==> src/rtl/postprocess_pool_window.sv <==
`default_nettype none
// ============================================================================
//  Module   : postprocess_pool_window
//  Purpose  : Gathers non-overlapping 2x2 windows from a raster pixel stream
//             and presents them, with their pooled-output index, to the pool.
//  Revision : 1.0  initial release
// ============================================================================
module postprocess_pool_window #(
    parameter int IMG_W = 24,
    parameter int IMG_H = 24
) (
    input  logic       clk,
    input  logic       rst,
    input  logic       clear,
    input  logic       in_valid,
    input  logic [7:0] data_in,
    output logic       win_valid,
    output logic [8:0] iter_out,
    output logic [7:0] data_out0,
    output logic [7:0] data_out1,
    output logic [7:0] data_out2,
    output logic [7:0] data_out3,
    output logic       frame_done
);

    localparam int c_col_w = (IMG_W > 1) ? $clog2(IMG_W) : 1;
    localparam int c_row_w = (IMG_H > 1) ? $clog2(IMG_H) : 1;

    logic [c_col_w-1:0] r_col_q,  w_col_d;
    logic [c_row_w-1:0] r_row_q,  w_row_d;
    logic [8:0]         r_iter_q, w_iter_d;

    logic               r_win_valid_q,  w_win_valid_d;
    logic               r_frame_done_q, w_frame_done_d;
    logic [8:0]         r_iter_out_q,   w_iter_out_d;
    logic [7:0]         r_dout0_q, w_dout0_d;
    logic [7:0]         r_dout1_q, w_dout1_d;
    logic [7:0]         r_dout2_q, w_dout2_d;
    logic [7:0]         r_dout3_q, w_dout3_d;

    logic [7:0]         r_line_buf_q [IMG_W];
    logic [7:0]         r_held_pix_q;

    logic               w_accept;
    logic               w_last_col;
    logic               w_last_row;
    logic               w_complete;
    logic               w_lb_we;
    logic               w_held_we;
    logic [c_col_w-1:0] w_col_even;

    always_comb begin
        w_accept   = in_valid & ~clear;
        w_last_col = (r_col_q == c_col_w'(IMG_W - 1));
        w_last_row = (r_row_q == c_row_w'(IMG_H - 1));
        w_complete = w_accept & r_row_q[0] & r_col_q[0];
        w_lb_we    = w_accept & ~r_row_q[0];
        w_held_we  = w_accept &  r_row_q[0] & ~r_col_q[0];
        // Top-left pixel of the window sits at the even column just left of us
        w_col_even = r_col_q & ~c_col_w'(1);
    end

    always_comb begin
        w_col_d        = r_col_q;
        w_row_d        = r_row_q;
        w_iter_d       = r_iter_q;
        w_win_valid_d  = 1'b0;
        w_frame_done_d = 1'b0;
        w_iter_out_d   = r_iter_out_q;
        w_dout0_d      = r_dout0_q;
        w_dout1_d      = r_dout1_q;
        w_dout2_d      = r_dout2_q;
        w_dout3_d      = r_dout3_q;

        if (clear) begin
            w_col_d  = '0;
            w_row_d  = '0;
            w_iter_d = '0;
        end else if (w_accept) begin
            if (w_last_col) begin
                w_col_d = '0;
                w_row_d = w_last_row ? '0 : r_row_q + c_row_w'(1);
            end else begin
                w_col_d = r_col_q + c_col_w'(1);
            end

            if (w_complete) begin
                w_win_valid_d  = 1'b1;
                w_frame_done_d = w_last_col & w_last_row;
                w_iter_out_d   = r_iter_q;
                w_dout0_d      = r_line_buf_q[w_col_even];
                w_dout1_d      = r_line_buf_q[r_col_q];
                w_dout2_d      = r_held_pix_q;
                w_dout3_d      = data_in;
                // Explicit wrap keeps the index frame-aligned for any legal size
                w_iter_d       = (w_last_col & w_last_row) ? 9'd0 : r_iter_q + 9'd1;
            end
        end
    end

    always_ff @(posedge clk or posedge rst) begin
        if (rst) begin
            r_col_q        <= '0;
            r_row_q        <= '0;
            r_iter_q       <= '0;
            r_win_valid_q  <= 1'b0;
            r_frame_done_q <= 1'b0;
            r_iter_out_q   <= '0;
            r_dout0_q      <= '0;
            r_dout1_q      <= '0;
            r_dout2_q      <= '0;
            r_dout3_q      <= '0;
        end else begin
            r_col_q        <= w_col_d;
            r_row_q        <= w_row_d;
            r_iter_q       <= w_iter_d;
            r_win_valid_q  <= w_win_valid_d;
            r_frame_done_q <= w_frame_done_d;
            r_iter_out_q   <= w_iter_out_d;
            r_dout0_q      <= w_dout0_d;
            r_dout1_q      <= w_dout1_d;
            r_dout2_q      <= w_dout2_d;
            r_dout3_q      <= w_dout3_d;
        end
    end

    // Storage is always written before it is read, so it carries no reset
    always_ff @(posedge clk) begin
        if (w_lb_we) begin
            r_line_buf_q[r_col_q] <= data_in;
        end
        if (w_held_we) begin
            r_held_pix_q <= data_in;
        end
    end

    assign win_valid  = r_win_valid_q;
    assign frame_done = r_frame_done_q;
    assign iter_out   = r_iter_out_q;
    assign data_out0  = r_dout0_q;
    assign data_out1  = r_dout1_q;
    assign data_out2  = r_dout2_q;
    assign data_out3  = r_dout3_q;

endmodule
`default_nettype wire

==> config.mk <==
export PLATFORM = sky130hd
export DESIGN_NAME = postprocess_pool_window
export DESIGN_NICKNAME = d
export VERILOG_FILES = /design/src/rtl/postprocess_pool_window.sv
export SDC_FILE = /design/constraint.sdc
export NUM_CORES = 1
export LEC_CHECK = 0
export BUFFER_PORTS_ARGS = -buffer_cell sky130_fd_sc_hd__buf_2
export CAP_MARGIN = 20
export CORE_UTILIZATION = 41
export CTS_BUF_LIST = sky130_fd_sc_hd__clkbuf_4
export DETAILED_ROUTE_END_ITERATION = 16
export PLACE_DENSITY = 0.6
export SYNTH_ARGS = -nofsm -noshare
export SYNTH_HDL_FRONTEND = slang
export SYNTH_SLANG_ARGS = --single-unit
==> constraint.sdc <==
create_clock -name clk -period 2.1 [get_ports clk]
set_input_delay 0.42 -clock clk [delete_from_list [all_inputs] [get_ports clk]]
set_output_delay 0.42 -clock clk [all_outputs]
set_load 0.01 [all_outputs]
==> results of run 1 <==
-- power by group through the flow --
stage | clock network (mW) | registers [mW] | logic (mW)
2_1_floorplan | 0 | 5.72 | 0.230
3_3_place_gp | 0 | 5.72 | 0.377
3_5_place_dp | 0 | 5.72 | 0.386
4_1_cts | 4.36 | 5.61 | 0.388
5_1_grt | 4.65 | 5.61 | 0.413
6_report | 4.24 | 5.62 | 0.382
-- routing by layer --
metal / share of wire [%] / vias up / GRT usage [%]
met2: 47 / 198 / 28.83
met4: 1.9 / 0 / 6.926
met5: 0 / - / 0
met1: 45 / 3048 / 24.43
li1: - / 2838 / -
met3: 6.5 / 40 / 4.571
-- per-stage QoR --
step / setup WS, ns / hold WS, ns / area [um^2] / setup TNS [ns] / cells
final: 0.1351 / 0.08013 / 12000 / 0 / 1185
after global routing: 0.01797 / 0.05082 / 12000 / 0 / 1185
after CTS: 0.1248 / 0.02668 / 11990 / 0 / 1184
after detailed placement: 0.1434 / 0.4213 / 11130 / 0 / 1062
after global placement: 0.1873 / 0.4209 / 11130 / 0 / 1062
after floorplan: -0.1122 / 0.4146 / 10270 / -2.807 / 674
-- kinds of logic after synthesis --
| group | Yosys count | share of synthesized area (%) |
|---|---|---|
| AOI/OAI and AO/OA | 70 | 4.044 |
| xor gates and xnor gates | 10 | 0.8528 |
| adders and majority gates | 6 | 0.7309 |
| buffers and inverters | 42 | 2.412 |
| DFF | 262 | 73.58 |
| muxes | 89 | 9.916 |
| and+or+nand+nor | 195 | 8.466 |
-- worst max-delay path: stages (launching register included) --
cell and delay (ns):
dfrtp_1 0.47, buf_4 0.23, and4b_1 0.33, nand2_1 0.19, or4b_1 0.51, a21oi_1 0.16
-- cell usage in the layout (no fill, tap or decap), types with 3 or more instances in the layout --
cell type	Yosys	layout
o22ai_1	37	37
buf_4	11	43
buf_12	0	4
mux4_2	10	10
nor4_1	3	3
nor2_1	37	37
and3_1	3	3
inv_2	0	3
a21oi_1	11	11
edfxtp_1	200	200
mux2i_1	77	77
o21ai_1	12	12
inv_1	4	3
buf_2	9	54
nand2_1	104	104
clkinv_2	0	3
ha_1	6	6
or3_1	3	3
clkinv_1	1	24
dfrtp_1	62	60
nand3_1	7	7
clkbuf_4	0	90
nor3_1	18	18
xor2_1	8	8
nand4_1	4	4
o21ai_0	5	5
-- flip-flops by register name (all words and copies together), names as in the netlist --
register,flops
r_line_buf_q,192
iter_out,9
r_iter_q,9
data_out0,8
data_out1,8
data_out2,8
data_out3,8
r_held_pix_q,8
r_col_q,5
r_row_q,5
frame_done,1
win_valid,1
-- path summary, 6_finish.rpt --
check	startpoint	to	cells after the start
worst min-delay path	clear	r_col_q[4]	2
worst min register to register	r_held_pix_q[3]	data_out2[3]	2
worst max register to register	r_col_q[2]	r_row_q[4]	5
worst max-delay path	r_col_q[2]	r_row_q[4]	5
min in group asynchronous	rst	win_valid	3
max in group asynchronous	rst	r_col_q[1]	4
-- cell type report --
type | count | area, um^2 | area share, %
Antenna cell | 1 | 2.502 | 0.02086
Clock buffer | 90 | 675.6 | 5.632
Clock inverter | 31 | 176.4 | 1.471
Inverter | 5 | 18.77 | 0.1564
Multi-Input combinational cell | 370 | 2472 | 20.61
Sequential cell | 262 | 7562 | 63.04
Tap cell | 324 | 405.4 | 3.379
Timing Repair Buffer | 102 | 683.2 | 5.695
-- timing repair --
action | 4_1_cts | 5_1_grt
endpoints found under the setup margin | 0 | 1
gates resized for setup | 0 | 1
hold buffers | 1 | 0
endpoints found under the hold margin | 20 | 0
==> summary.md, run 1 <==
| Metric | Value |
|---|---|
| Status | finished, final reports clean |
| Io pins | 55 |
| Combinational Power Share | 3.7% |
| Vias per std cell | 5.168 |
| Setup violations, final | 0 |
| Max Cap Viol | 0 |
| Cells after Synth | 674 |
| Yosys top cell area share | 58.47% |
| Routability cong. | 0.8272 |
| Die footprint | 0.02569 mm^2 |
| Part of the Yosys area used for sequential elements | 73.58% |
| Mapped Area | 0.01027 mm^2 |
| Internal power | 7.995 mW |
| Clock root cell | clkbuf_4 |
| Sw Pwr | 2.243 mW |
| Setup crit end kind | flop |
| Fin util | 49.04% |
| Share of post-route cells with drive strength above 1 | 25.23% |
| Tot Pwr | 10.24 mW |
| CTS tree | done |
| Routed Wire Length | 22.58 mm |
| Starting Density | 41.99% |
| CORE AREA | 0.02446 mm^2 |
| GR Util All Layers | 18.27% |
| Clock skew | 0.03460 ns |
| Top cell type by total area after synthesis | edfxtp_1 |
| Antenna violations before repair | 1 |
| Routed Antenna Nets | 0 |
| First-pass GRT wire length | 35.46 mm |
| Largest net degree at the start of global routing | 53 |
| Slew @ Worst Pin | 0.6597 ns |
| Fin crit share | 93.57% |
| FFs w/ async S/R, synth | 23.66% |
| Worst vdd ir | 378.2 uV |
| RSZ-0062 raised after global routing | false |
| Startpoint types | flop |
| Overflow after GRT | 0 |
| Clock sinks | 262 |
| Most common cell in the netlist | edfxtp_1 |
| Worst EP required | 2.66 ns |
| CP max FO | 9 |
| Vias in the first global route | 6486 |
| Top_reg_cell synth | edfxtp_1 |
| Synth top cells by count | edfxtp_1, nand2_1, mux2i_1, dfrtp_1 |
| F_max | 508.9 MHz |
| Chip height | 160.3 um |
| Final Slew Violations | 0 |
| Num rows | 57 |
| Hold Violations, Final | 0 |
| Chip width | 160.3 um |
| Crit path DAT | 2.53 ns |
| Clock H-tree levels | 3 |
| Post-DP HPWL | 14.34 mm |
| DRC Markers | 0 |
| Clk network pwr share | 41.4% |
| DRT Pass-1 Iters | 5 |
| Longest Clk Path Bufs | 3 |
| Setup CP Type | reg2reg |
| Largest cells by area after synthesis | edfxtp_1, dfrtp_1, mux2i_1, nand2_1, o22ai_1 |
| Synthesized flop and latch total | 262 |
| Syn-to-layout area delta | 16.80% |
| FILL cells | 2070 |
| Number of synthesized flops with an enable pin | 200 |
| Synthesized area per cell | 15.24 um^2 |
| FF-to-FF setup slack | 0.14 ns |
| PD cells | 853.5 mW/mm^2 |
| Drt first-iter violations | 548 |
| Ys Warns | 0 |
| Hold/Removal Path Class | in2reg |
| Clock latency on the worst-skew pair | 0.66 ns |
| DR vias | 6124 |
| Post-Syn Nets | 692 |
| Flop pwr share | 54.8% |
| NumNets Final | 825 |
| Max-slew headroom | 56.02% |
| Setup bufs post-CTS | 0 |
| Synth cell types | 42 |
| Cts bufs inserted | 66 |
| Fin crit period | 1.965 ns |
| Leak Pwr | 4.512 nW |
| Switch share | 21.91% |
| IO buf count | 54 |
| Reg clk slew, reported paths | 0.07 ns |
| WL/cell | 19.06 um |
Power figures use the tool's default switching activity.
==> run 2, diff against run 1 <==
Settings changed: RECOVER_POWER from default to 100.
==> summary.md, run 2 (same netlist as run 1, synthesis figures left out) <==
| Metric | Value |
|---|---|
| Sw Pwr | 2.242 mW |
| CTS tree | done |
| Design area | 0.01183 mm^2 |
| Commonest non-fill, non-tap cell in the layout | edfxtp_1 |
| Post-DP HPWL | 14.34 mm |
| FILL cells | 2126 |
| Clock root cell | clkbuf_4 |
| Crit path DAT | 2.33 ns |
| Setup violations, final | 0 |
| DRC Markers | 0 |
| Max Cap Viol | 1 |
| Clock sinks | 262 |
| Worst Hold Depth | 2 |
| Io pins | 55 |
| Setup CP Type | reg2reg |
| Final Slew Violations | 27 |
| Leak Pwr | 4.249 nW |
| FF+latch area | 0.007562 mm^2 |
| FF-to-FF setup slack | 0.11 ns |
| Routed Antenna Nets | 0 |
| Tot Pwr | 10.23 mW |
| Internal power | 7.989 mW |
| Fin util | 48.35% |
| Combinational Power Share | 3.6% |
| HP Start | clear |
| Flop pwr share | 54.9% |
| Largest reg by FF count | r_line_buf_q |
| PD cells | 865.1 mW/mm^2 |
| Chip width | 160.3 um |
| Syn-to-layout area delta | 15.14% |
| Fin crit share | 94.93% |
| NumNets Final | 825 |
| RSZ-0062 raised after global routing | false |
| CP max FO | 13 |
| Setup crit end kind | flop |
| Placement Cell Area | 0.01113 mm^2 |
| First-pass GRT wire length | 35.46 mm |
| Num rows | 57 |
| Hold/Removal Path Class | in2reg |
| Setup bufs post-CTS | 0 |
| Fin crit period | 1.994 ns |
| Hold Path End | r_col_q[4] |
| Routed Wire Length | 22.57 mm |
| CORE AREA | 0.02446 mm^2 |
| Reg2reg path depth | 4 |
| Startpoint types | flop |
| Clk network pwr share | 41.5% |
| Routability cong. | 0.8272 |
| Largest net degree at the start of global routing | 53 |
| WL/cell | 19.04 um |
| Max reg flops | 192 |
| IO buf count | 54 |
| Fin Setup TNS | 0 ns |
| Die footprint | 0.02569 mm^2 |
| Clock skew | 0.03661 ns |
| Area of the multi-input gates | 0.002460 mm^2 |
| Clock latency on the worst-skew pair | 0.66 ns |
| Overflow after GRT | 0 |
| Slew @ Worst Pin | 1.554 ns |
| Starting Density | 41.99% |
| Drt first-iter violations | 461 |
| Violated checks | max-capacitance violations, max-slew violations |
| Share of post-route cells with drive strength above 1 | 18.14% |
| Reg clk slew, reported paths | 0.07 ns |
| Chip height | 160.3 um |
| Status | finished with violations |
| Reg2reg start | r_col_q[3] |
| DR vias | 6132 |
| F_max | 501.6 MHz |
| Switch share | 21.91% |
| FF-to-FF End | r_line_buf_q[2][6] |
| Longest Clk Path Bufs | 3 |
| Hold Violations, Final | 0 |
| Worst EP required | 2.44 ns |
| Most frequent cells in the layout | edfxtp_1, nand2_1, clkbuf_4, mux2i_1, dfrtp_1 |
| Antenna violations before repair | 1 |
| Clock H-tree levels | 3 |
| Cts bufs inserted | 66 |
| Max-slew headroom | -3.599% |
| Vias per std cell | 5.175 |
| WHS | 0.06604 ns |
| DRT Pass-1 Iters | 5 |
| Worst vdd ir | 377.9 uV |
| GR Util All Layers | 18.27% |
| Vias in the first global route | 6486 |
run 2: cell types whose count changed in the layout (fill, tap and decap cells not counted), moves of 10 or more:
| cell | previous run | this run |
|---|---|---|
| clkbuf_1 | 0 | 58 |
| buf_2 | 54 | 4 |
| buf_4 | 43 | 14 |
| clkbuf_2 | 0 | 21 |
| o21ai_0 | 5 | 15 |
| o21ai_1 | 12 | 2 |
run 2: layer usage:
| metal | up-vias | part of all wire, % | GRT usage [%] |
|---|---|---|---|
| met5 | - | 0 | 0 |
| met4 | 0 | 1.7 | 6.926 |
| met3 | 35 | 5.6 | 4.571 |
| met2 | 181 | 47 | 28.83 |
| met1 | 3078 | 46 | 24.43 |
| li1 | 2838 | - | - |
run 2: stage by stage:
stage	instances	setup WS, ns
after floorplan	674	-0.1122
after global placement	1062	0.1873
after detailed placement	1062	0.1434
after CTS	1184	0.1248
after global routing	1185	0.01808
final	1185	0.1064
run 2: critical path, stage by stage, from the launching register on:
cell and delay, ns:
dfrtp_1 0.49, or3_1 0.49, clkbuf_2 0.28, nor2_1 0.16, clkbuf_2 0.25
run 2: worst max path at each step:
stage | from | end | depth (start not counted)
floorplan | r_col_q[1] | r_line_buf_q[16][0] | 7
global placement | in_valid | r_line_buf_q[14][7] | 7
detailed placement | r_col_q[0] | r_row_q[4] | 5
CTS | r_col_q[0] | r_row_q[4] | 5
global route | r_col_q[2] | r_row_q[4] | 5
finish | r_col_q[3] | r_line_buf_q[2][6] | 4
run 2: timing repair:
action,4_1_cts,5_1_grt
resized for setup,0,1
endpoints found under the setup margin,0,1
hold buffers,1,0
endpoints found under the hold margin,20,0
run 2: power by group through the flow:
stage | Sequential [mW] | Clock, mW | Combinational (mW)
6_report | 5.62 | 4.24 | 0.370
3_3_place_gp | 5.72 | 0 | 0.377
3_5_place_dp | 5.72 | 0 | 0.386
4_1_cts | 5.61 | 4.36 | 0.388
2_1_floorplan | 5.72 | 0 | 0.230
5_1_grt | 5.62 | 4.65 | 0.401
run 2: final cells by class:
cell class	instances	area share (%)
timing repair buffer	102	4.444
multi-input combinational	370	20.80
antenna	1	0.02116
tap	324	3.428
clock buffer	90	5.713
inverter	5	0.1587
clock inverter	31	1.492
sequential	262	63.94
